$ cat src/rtl/conv_encoder_tx.sv
// rtl/conv_encoder_tx.sv - rate-1/2 feed-forward convolutional encoder with zero-tail frame termination
// Optional feature macro: CONV_ENC_ERRINJ_EN (adds err_mask/err_idx symbol corruption ports)

module conv_encoder_tx #(
  parameter int         K      = 3,
  parameter logic [7:0] G0_OCT = 8'o07,
  parameter logic [7:0] G1_OCT = 8'o05,
  parameter int         FCW    = 16
) (
  input  logic           clk,
  input  logic           rst,
  input  logic           in_valid,
  output logic           in_ready,
  input  logic           in_bit,
  input  logic           in_last,
  output logic           sym_valid,
  input  logic           sym_ready,
  output logic [1:0]     sym,
  output logic           sym_last,
  output logic [FCW-1:0] frame_count
`ifdef CONV_ENC_ERRINJ_EN
  ,
  input  logic [1:0]     err_mask,
  input  logic [7:0]     err_idx
`endif
);

  localparam int M  = K - 1;
  localparam int TW = $clog2(K);
  localparam logic [K-1:0] G0 = G0_OCT[K-1:0];
  localparam logic [K-1:0] G1 = G1_OCT[K-1:0];

  typedef enum logic {ST_DATA, ST_TAIL} st_t;

  st_t            st_q, st_d;
  logic [M-1:0]   state_q, state_d;
  logic [TW-1:0]  tail_cnt_q, tail_cnt_d;
  logic           sym_valid_q, sym_valid_d;
  logic [1:0]     sym_q, sym_d;
  logic           sym_last_q, sym_last_d;
  logic [FCW-1:0] frame_count_q, frame_count_d;
`ifdef CONV_ENC_ERRINJ_EN
  logic [7:0]     sym_cnt_q, sym_cnt_d;
`endif

  logic           slot;
  logic           produce;
  logic           b;
  logic           last_sym;
  logic [K-1:0]   sr;
  logic [1:0]     code;
  logic [1:0]     mask;

  assign sym_valid   = sym_valid_q;
  assign sym         = sym_q;
  assign sym_last    = sym_last_q;
  assign frame_count = frame_count_q;

  // FSM next state, encoder datapath and output-register load/drain decisions
  always_comb begin
    st_d          = st_q;
    state_d       = state_q;
    tail_cnt_d    = tail_cnt_q;
    sym_valid_d   = sym_valid_q;
    sym_d         = sym_q;
    sym_last_d    = sym_last_q;
    frame_count_d = frame_count_q;
    in_ready      = 1'b0;
    produce       = 1'b0;
    b             = 1'b0;
    last_sym      = 1'b0;
    mask          = 2'b00;
    // The output register can accept a new symbol when empty or draining this cycle.
    slot          = !sym_valid_q || sym_ready;

    case (st_q)
      ST_DATA: begin
        in_ready = slot;
        if (in_valid && slot) begin
          produce = 1'b1;
          b       = in_bit;
          if (in_last) begin
            st_d       = ST_TAIL;
            tail_cnt_d = '0;
          end
        end
      end
      ST_TAIL: begin
        // Flush M zeros; the source keeps its next bit until we return to ST_DATA.
        if (slot) begin
          produce    = 1'b1;
          b          = 1'b0;
          tail_cnt_d = tail_cnt_q + TW'(1);
          if (tail_cnt_q == TW'(M - 1)) begin
            last_sym = 1'b1;
            st_d     = ST_DATA;
          end
        end
      end
      default: st_d = ST_DATA;
    endcase

    sr   = {state_q, b};
    code = {^(sr & G0), ^(sr & G1)};

`ifdef CONV_ENC_ERRINJ_EN
    sym_cnt_d = sym_cnt_q;
    if (produce) begin
      if (sym_cnt_q == err_idx) mask = err_mask;
      if (last_sym)                sym_cnt_d = 8'd0;
      else if (sym_cnt_q != 8'hff) sym_cnt_d = sym_cnt_q + 8'd1;
    end
`endif

    if (produce) begin
      state_d     = sr[K-2:0];
      sym_valid_d = 1'b1;
      sym_d       = code ^ mask;
      sym_last_d  = last_sym;
    end else if (sym_ready) begin
      sym_valid_d = 1'b0;
    end

    if (sym_valid_q && sym_ready && sym_last_q)
      frame_count_d = frame_count_q + FCW'(1);
  end

  // State registers with synchronous reset; reset discards any partial frame and pending symbol
  always_ff @(posedge clk) begin
    if (rst) begin
      st_q          <= ST_DATA;
      state_q       <= '0;
      tail_cnt_q    <= '0;
      sym_valid_q   <= 1'b0;
      sym_q         <= 2'b00;
      sym_last_q    <= 1'b0;
      frame_count_q <= '0;
`ifdef CONV_ENC_ERRINJ_EN
      sym_cnt_q     <= 8'd0;
`endif
    end else begin
      st_q          <= st_d;
      state_q       <= state_d;
      tail_cnt_q    <= tail_cnt_d;
      sym_valid_q   <= sym_valid_d;
      sym_q         <= sym_d;
      sym_last_q    <= sym_last_d;
      frame_count_q <= frame_count_d;
`ifdef CONV_ENC_ERRINJ_EN
      sym_cnt_q     <= sym_cnt_d;
`endif
    end
  end

endmodule

$ cat config.mk
export PLATFORM = sky130hd
export DESIGN_NAME = conv_encoder_tx
export DESIGN_NICKNAME = d
export VERILOG_FILES = /design/src/rtl/conv_encoder_tx.sv
export SDC_FILE = /design/constraint.sdc
export NUM_CORES = 1
export LEC_CHECK = 0
export BUFFER_PORTS_ARGS = -buffer_cell sky130_fd_sc_hd__clkbuf_2
export CAP_MARGIN = 20
export CORE_ASPECT_RATIO = 0.5
export CORE_MARGIN = 10
export CORE_UTILIZATION = 30
export CTS_CLUSTER_DIAMETER = 200
export CTS_CLUSTER_SIZE = 10
export DETAILED_ROUTE_END_ITERATION = 7
export GPL_TIMING_DRIVEN = 0
export SLEW_MARGIN = 5
export SYNTH_ARGS = -nofsm -noshare
export SYNTH_HDL_FRONTEND = slang
export SYNTH_SLANG_ARGS = --single-unit
$ cat constraint.sdc
create_clock -name clk -period 3.2 [get_ports clk]
set_input_delay 0.32 -clock clk [delete_from_list [all_inputs] [get_ports clk]]
set_output_delay 0.32 -clock clk [all_outputs]
set_load 0.05 [all_outputs]
==> results of run 1 <==
==> worst register-to-register path, delay by kind of cell, from the launching register on <==
family / cells / cell delay [ps]
AND/OR/NAND/NOR: 3 / 680
buffers and inverters: 1 / 160
adder cells (fa/ha/maj): 1 / 170
flip-flops: 1 / 410
AO/OA/AOI/OAI: 1 / 150
==> layer usage <==
layer | part of all wire (%) | GRT usage [%] | vias to the layer above
li1 | - | - | 526
met1 | 47 | 8.67 | 451
met2 | 48 | 12.5 | 14
met3 | 3.9 | 2.80 | 2
met4 | 0.54 | 1.99 | 0
met5 | 0 | 0 | -
==> cells by family (layout without fill, tap and decap cells) <==
kind of cell               count (synthesis)  after routing  synth area share (%)
AOI/OAI and AO/OA                         24             24                  12.4
and+or+nand+nor                           57             57                  27.6
DFF                                       25             25                  43.5
muxes                                      2              2                  1.74
adders and majority gates                  2              2                  2.18
buffers and inverters                     10             39                  3.37
xor gates and xnor gates                  12             12                  9.14
==> flip-flops by register name, indices dropped and copies added, names as in the netlist <==
name         count
tail_cnt_q       2
sym_last         1
sym_valid        1
sym              2
frame_count     16
st_q             1
state_q          2
==> cell usage after synthesis, drive strengths merged <==
cell type	n
nor2	17
or3	4
dfxtp	25
a311oi	1
xor2	6
xnor2	6
buf	1
a21oi	10
nand3	6
nor4b	1
ha	2
and4	3
nor3	3
nor4	1
and3	2
a32oi	1
a22oi	1
nor2b	2
a2111o	1
and2	1
mux2i	2
nand2	6
or2	1
nand2b	2
inv	4
o31ai	1
nand3b	2
or4	1
clkbuf	5
and3b	1
nand4	4
o21ai	8
a221oi	1
==> where the power goes <==
group | total (mW) | internal [mW] | switching [mW] | leakage [nW]
combinational | 0.0628 | 0.0191 | 0.0437 | 0.308
sequential | 0.323 | 0.318 | 0.00517 | 0.203
clock | 0.181 | 0.0888 | 0.0924 | 0.0228
total | 0.567 | 0.426 | 0.141 | 0.533
==> final cells by class <==
class | instances | area (um2)
Buffer | 6 | 23.8
Clock buffer | 4 | 45.0
Fill cell | 389 | 2180
Inverter | 4 | 15.0
Multi-Input combinational cell | 97 | 611
Sequential cell | 25 | 500
Tap cell | 51 | 63.8
Timing Repair Buffer | 25 | 125
==> worst max path at each step <==
| stage | endpoint | cells past startpoint | slack (ps) |
|---|---|---|---|
| 2_1_floorplan | frame_count[15] | 4 | 1320 |
| 3_3_place_gp | frame_count[15] | 5 | 1600 |
| 3_5_place_dp | frame_count[15] | 5 | 1580 |
| 4_1_cts | frame_count[14] | 6 | 1560 |
| 5_1_grt | frame_count[14] | 6 | 1450 |
| 6_report | frame_count[14] | 6 | 1570 |
==> qor.csv, run 1 <==
metric,value,unit
slowest_delay,410,ps
outcome,"finished, final reports clean",
grt_max_degree,14,
stdcell_area,0.00138,mm2
critPathSlowestCell,dfxtp_1,
hp-class,in -> reg,
rsz0062_at_grt,no,
finalNonFillerCells,212,
whs,349,ps
area_growth,20.3,%
ctsResizeCount,0,
most-common-layout-cells,"dfxtp_1 (25), clkbuf_2 (25), nor2_1 (17)",
rr_worst_depth,6,
gp_congestion,0.720,
power_density,410,mW/mm2
final_nets,170,
yosysTopAreaCell,dfxtp_1,
synth_top_area_share,43.5,%
cp_top_family,simple AND/OR/NAND/NOR gates,
dp_slack,1580,ps
post-route-period-util,51.1,%
core,0.00357,mm2
die_x,108,um
rows,15,
die_h,63.8,um
peakVddDrop,161,uV
grtUsageTotal,7.42,%
finalMaxSlewViolations,0,
drt_wl_total,2600,um
root_buffer,clkbuf_8,
clk-insertion-delay-late,260,ps
io-pin-count,27,
path_cells,"ha_1, and4_1, buf_2, nand2_1, or3_1, a21oi_1",
die_area,0.00686,mm2
cts_buffers,3,
cp_max_fo,6,
tightest_slew,615,ps
power,0.567,mW
clk_pin_slew,80,ps
hold_end,sym_valid,
synth_seq_area_share,43.5,%
cts_buffer_depth,2,
timing.rr.start,frame_count[0],
num_antenna_cells,0,
antenna_found_initial,0,
grt_pass1_vias,965,
first_iter_violations,30,
netlist_area,0.00115,mm2
finalSetupTns,0,ps
finalClockSkew,2.12,ps
max-slew-margin-rel,58.6,%
cts.sinks,25,
r2r-end,frame_count[14],
initial_utilization,32.2,%
period_minus_slack,1630,ps
fmax,0.612,GHz
overflow,0,
endpoint_kind,flop,
ant_nets,0,
p_leak,0.533,nW
drive_gt1_share,20.5,%
hold_violations,0,
critPathArrivalTime,1830,ps
path_class,reg -> reg,
min_path_cells,3,
crit_buf_inv,1,
cts_tree,done,
post-route-util,38.8,%
setup_violations,0,
ys_ff_latch,25,
maxCapViolations,0,
io_buffers,25,
dpl.hpwl,2030,um
r2r_slack,1570,ps
routed_via_density,4.68,
syn_inst,132,
wl_per_cell,12.3,um
synth_nets,140,
cp-startpoint,frame_count[0],
drc,0,
yosys_warnings,0,
layout_setup_ws,1570,ps
ys_types,35,
startpoint_type,flop,
route.vias.total,993,
first_pass_iters,4,
place_area,0.00134,mm2
dp.cells,208,
postCtsHoldBufs,0,
synth_area_leaders,"dfxtp_1 (44%), nor2_1 (5.5%), xnor2_1 (4.6%)",
postCtsSetupRepairBufs,0,
grt_pass1_wl,4270,um
htree_num_levels,1,
required,3390,ps
hold_path.startpoint,in_valid,
syn_area_per_cell,8.71,um2
Power figures use the tool's default switching activity.
==> run 2: changes to the inputs <==
==> constraint.sdc (replaced) <==
create_clock -name clk -period 1.6 [get_ports clk]
set_input_delay 0.16 -clock clk [delete_from_list [all_inputs] [get_ports clk]]
set_output_delay 0.16 -clock clk [all_outputs]
set_load 0.05 [all_outputs]
==> run 2 against run 1 <==
Net effect:
- clock skew increased by 1.4 ps
- critical endpoint is now frame_count[13]
- combinational power grew 100%
- power up 100%
- clock power increased by 100%
- via count grew 2.8%
- die area unchanged
- routed wire length did not move
- register-to-register slack got worse by 1500 ps
- cell area rose by 3.1%
- largest cell class unchanged
==> qor.csv, run 2 (same netlist as run 1, synthesis figures left out) <==
metric,value,unit
die_h,63.8,um
num_antenna_cells,0,
power_frac_comb,11.1,%
hp-class,in -> reg,
rows,15,
antenna_found_initial,0,
fmax,0.656,GHz
die_x,108,um
grt_pass1_vias,890,
finalMaxSlewViolations,0,
routed_via_density,4.82,
place_area,0.00137,mm2
max-slew-margin-rel,68.2,%
overflow,0,
setup_violations,0,
regArea,527,um2
route.vias.total,1021,
ctsResizeCount,0,
io-pin-count,27,
io_buffers,25,
clk_pin_slew,80,ps
wl_per_cell,12.3,um
finalSetupTns,0,ps
die_area,0.00686,mm2
intPower,0.847,mW
post-route-period-util,95.3,%
startpoint_type,flop,
drive_gt1_share,29.2,%
largest_reg_flops,16,
cts_buffers,3,
finalNonFillerCells,212,
switchingPower,0.292,mW
area_growth,24.0,%
critPathArrivalTime,1720,ps
hold_violations,0,
period_minus_slack,1530,ps
ant_nets,0,
path_cells,"nand3_2, or2_4, or3_2, a21oi_1",
peakVddDrop,265,uV
postCtsHoldBufs,0,
stdcell_area,0.00143,mm2
cp_max_fo,7,
root_buffer,clkbuf_8,
gp_congestion,0.704,
most-common-layout-cells,"clkbuf_2 (25), nor2_1 (17), dfxtp_1 (12)",
cp-startpoint,frame_count[2],
power_frac_seq,56.4,%
netSwitchingFraction,25.7,%
core,0.00357,mm2
cts_tree,done,
htree_num_levels,1,
path_class,reg -> reg,
outcome,"finished, final reports clean",
final_common_cell,clkbuf_2,
drt_wl_total,2600,um
clkPwrFrac,32.6,%
clk-insertion-delay-late,270,ps
power,1.14,mW
cts_buffer_depth,2,
grtUsageTotal,7.43,%
dpl.hpwl,2010,um
first_iter_violations,19,
cts.sinks,25,
initial_utilization,32.2,%
maxCapViolations,0,
timing.rr.start,frame_count[2],
final_nets,170,
power_density,799,mW/mm2
endpoint_kind,flop,
critPathSlowestCell,or3_2,
nFillCells,379,
first_pass_iters,4,
grt_pass1_wl,4220,um
whs,190,ps
required,1800,ps
hold_path.startpoint,in_valid,
grt_max_degree,14,
slowest_delay,450,ps
postCtsSetupRepairBufs,0,
multi_input_area,621,um2
dp.cells,208,
tightest_slew,477,ps
finalClockSkew,3.56,ps
drc,0,
p_leak,0.543,nW
-- run 2: through the flow --
stage | setup slack, ps | util, %
2_1_floorplan | 3.22 | -
3_5_place_dp | 71.0 | 38.3
4_1_cts | 23.9 | 39.5
6_report | 74.5 | 40.0
5_1_grt | -10.8 | 40.0
3_3_place_gp | 68.7 | 38.3
-- run 2: final cells by class --
type                       instances  area share (%)
multi-input combinational         97            43.5
sequential                        25            36.9
timing repair buffer              25            8.77
tap                               51            4.47
clock buffer                       4            3.16
buffer                             6            2.11
inverter                           4            1.05
-- run 2: critical path: cells and delay by family (launching register included) --
| kind | cells | cell delay [ps] |
|---|---|---|
| compound gates | 1 | 150 |
| flops | 1 | 420 |
| simple gates | 3 | 880 |
-- run 2: per-layer routing --
layer | global-route usage, % | part of all wire, %
met1 | 9.10 | 47
met2 | 11.5 | 47
met3 | 2.50 | 4.0
met4 | 3.48 | 1.6
met5 | 0 | 0
-- run 2: final timing paths --
check                                       end  slack (ps)  cells after the start
worst max-delay path            frame_count[13]          70                      4
worst min-delay path                  sym_valid         190                      3
worst max register to register  frame_count[13]          70                      4
worst min register to register    tail_cnt_q[1]         460                      2
-- run 2: power groups by stage --
| stage | registers, mW | logic, mW | clock network (mW) |
|---|---|---|---|
| after floorplan | 0.682 | 0.0677 | 0 |
| after global placement | 0.656 | 0.127 | 0 |
| after detailed placement | 0.657 | 0.127 | 0 |
| after CTS | 0.642 | 0.128 | 0.387 |
| after global routing | 0.645 | 0.138 | 0.410 |
| final | 0.642 | 0.126 | 0.371 |
==> run 3: changes to the inputs <==
--- a/config.mk
+++ b/config.mk
@@ -13,7 +13,6 @@
 export CTS_CLUSTER_DIAMETER = 200
 export CTS_CLUSTER_SIZE = 10
 export DETAILED_ROUTE_END_ITERATION = 7
-export GPL_TIMING_DRIVEN = 0
 export SLEW_MARGIN = 5
 export SYNTH_ARGS = -nofsm -noshare
 export SYNTH_HDL_FRONTEND = slang
==> run 3 against run 2 <==
Net effect:
- sequential power barely moved
- combinational power barely moved
- hold slack lost 4.4 ps
- utilization rose by 0.70 points
- critical path type unchanged
- critical endpoint is now frame_count[12]
- largest power group unchanged
- highest routed layer unchanged
==> qor.csv, run 3 (same netlist as run 1, synthesis figures left out) <==
metric,value,unit
outcome,"finished, final reports clean",
core,0.00357,mm2
initial_utilization,32.2,%
required,1800,ps
grt_max_degree,27,
drt_wl_total,2690,um
io_buffers,26,
final_common_cell,clkbuf_2,
endpoint_kind,flop,
cts_buffer_depth,2,
grt_pass1_vias,1045,
largest_reg_flops,16,
power_density,789,mW/mm2
nFillCells,383,
ant_nets,0,
path_class,reg -> reg,
drive_gt1_share,32.9,%
finalSetupTns,0,ps
clk-insertion-delay-late,270,ps
finalNonFillerCells,215,
most-common-layout-cells,"clkbuf_2 (26), nor2_1 (17), dfxtp_1 (12)",
setup_violations,0,
hold_violations,0,
rows,15,
cts_tree,done,
cp_max_fo,6,
num_antenna_cells,0,
startpoint_type,flop,
grtUsageTotal,8.47,%
first_pass_iters,4,
ctsResizeCount,0,
grt_pass1_wl,4940,um
dp.cells,211,
clk_pin_slew,90,ps
dpl.hpwl,2020,um
area_growth,26.2,%
max-slew-margin-rel,57.1,%
gp_congestion,0.741,
fmax,0.696,GHz
maxCapViolations,0,
io-pin-count,27,
drc,0,
final_nets,173,
postCtsSetupRepairBufs,0,
post-route-period-util,89.8,%
multi_input_area,611,um2
tightest_slew,636,ps
p_leak,0.573,nW
cts.sinks,25,
wl_per_cell,12.5,um
antenna_found_initial,0,
die_area,0.00686,mm2
regArea,527,um2
routed_via_density,4.74,
first_iter_violations,49,
die_h,63.8,um
stdcell_area,0.00145,mm2
postCtsHoldBufs,0,
rsz0062_at_grt,no,
hp-class,in -> reg,
critPathArrivalTime,1630,ps
peakVddDrop,297,uV
cts_buffers,3,
route.vias.total,1019,
finalMaxSlewViolations,0,
die_x,108,um
overflow,0,
power,1.15,mW
period_minus_slack,1440,ps
htree_num_levels,1,
place_area,0.00141,mm2
finalClockSkew,1.06,ps
root_buffer,clkbuf_8,
whs,185,ps
-- run 3: worst max-delay path: stages (launching register included) --
cell     delay (ps)
dfxtp_4         380
ha_1            130
and4_1          230
nand2_1         130
or3_1           360
a21oi_1         140
-- run 3: through the flow --
stage	worst slack, ps	util (%)
finish	163	40.7
global route	6.12	40.7
CTS	147	40.7
detailed placement	180	39.4
global placement	184	39.4
floorplan	3.22	-
-- run 3: cell type report --
cell class | count | area share, %
clock buffer | 4 | 3.10
inverter | 4 | 1.03
multi-input combinational | 97 | 42.1
sequential | 25 | 36.3
tap | 51 | 4.40
timing repair buffer | 34 | 13.1
-- run 3: per-layer routing --
metal | vias to the layer above | wire [um] | GRT usage [%]
met5 | - | 0 | 0
met4 | 0 | 19 | 1.99
met3 | 2 | 108 | 2.50
met2 | 15 | 1260 | 14.2
met1 | 469 | 1300 | 10.5
li1 | 533 | - | -
-- run 3: worst paths after layout --
check / cells after the start / slack, ps / start / endpoint
worst max-delay path: 5 / 160 / frame_count[0] / frame_count[12]
worst min-delay path: 3 / 190 / in_valid / sym_valid
worst max register to register: 5 / 160 / frame_count[0] / frame_count[12]
worst min register to register: 2 / 460 / tail_cnt_q[1] / tail_cnt_q[1]
-- run 3: report_power, final --
group          switching, mW  internal [mW]
clock network          0.200          0.178
logic                 0.0848         0.0402
registers             0.0114          0.631
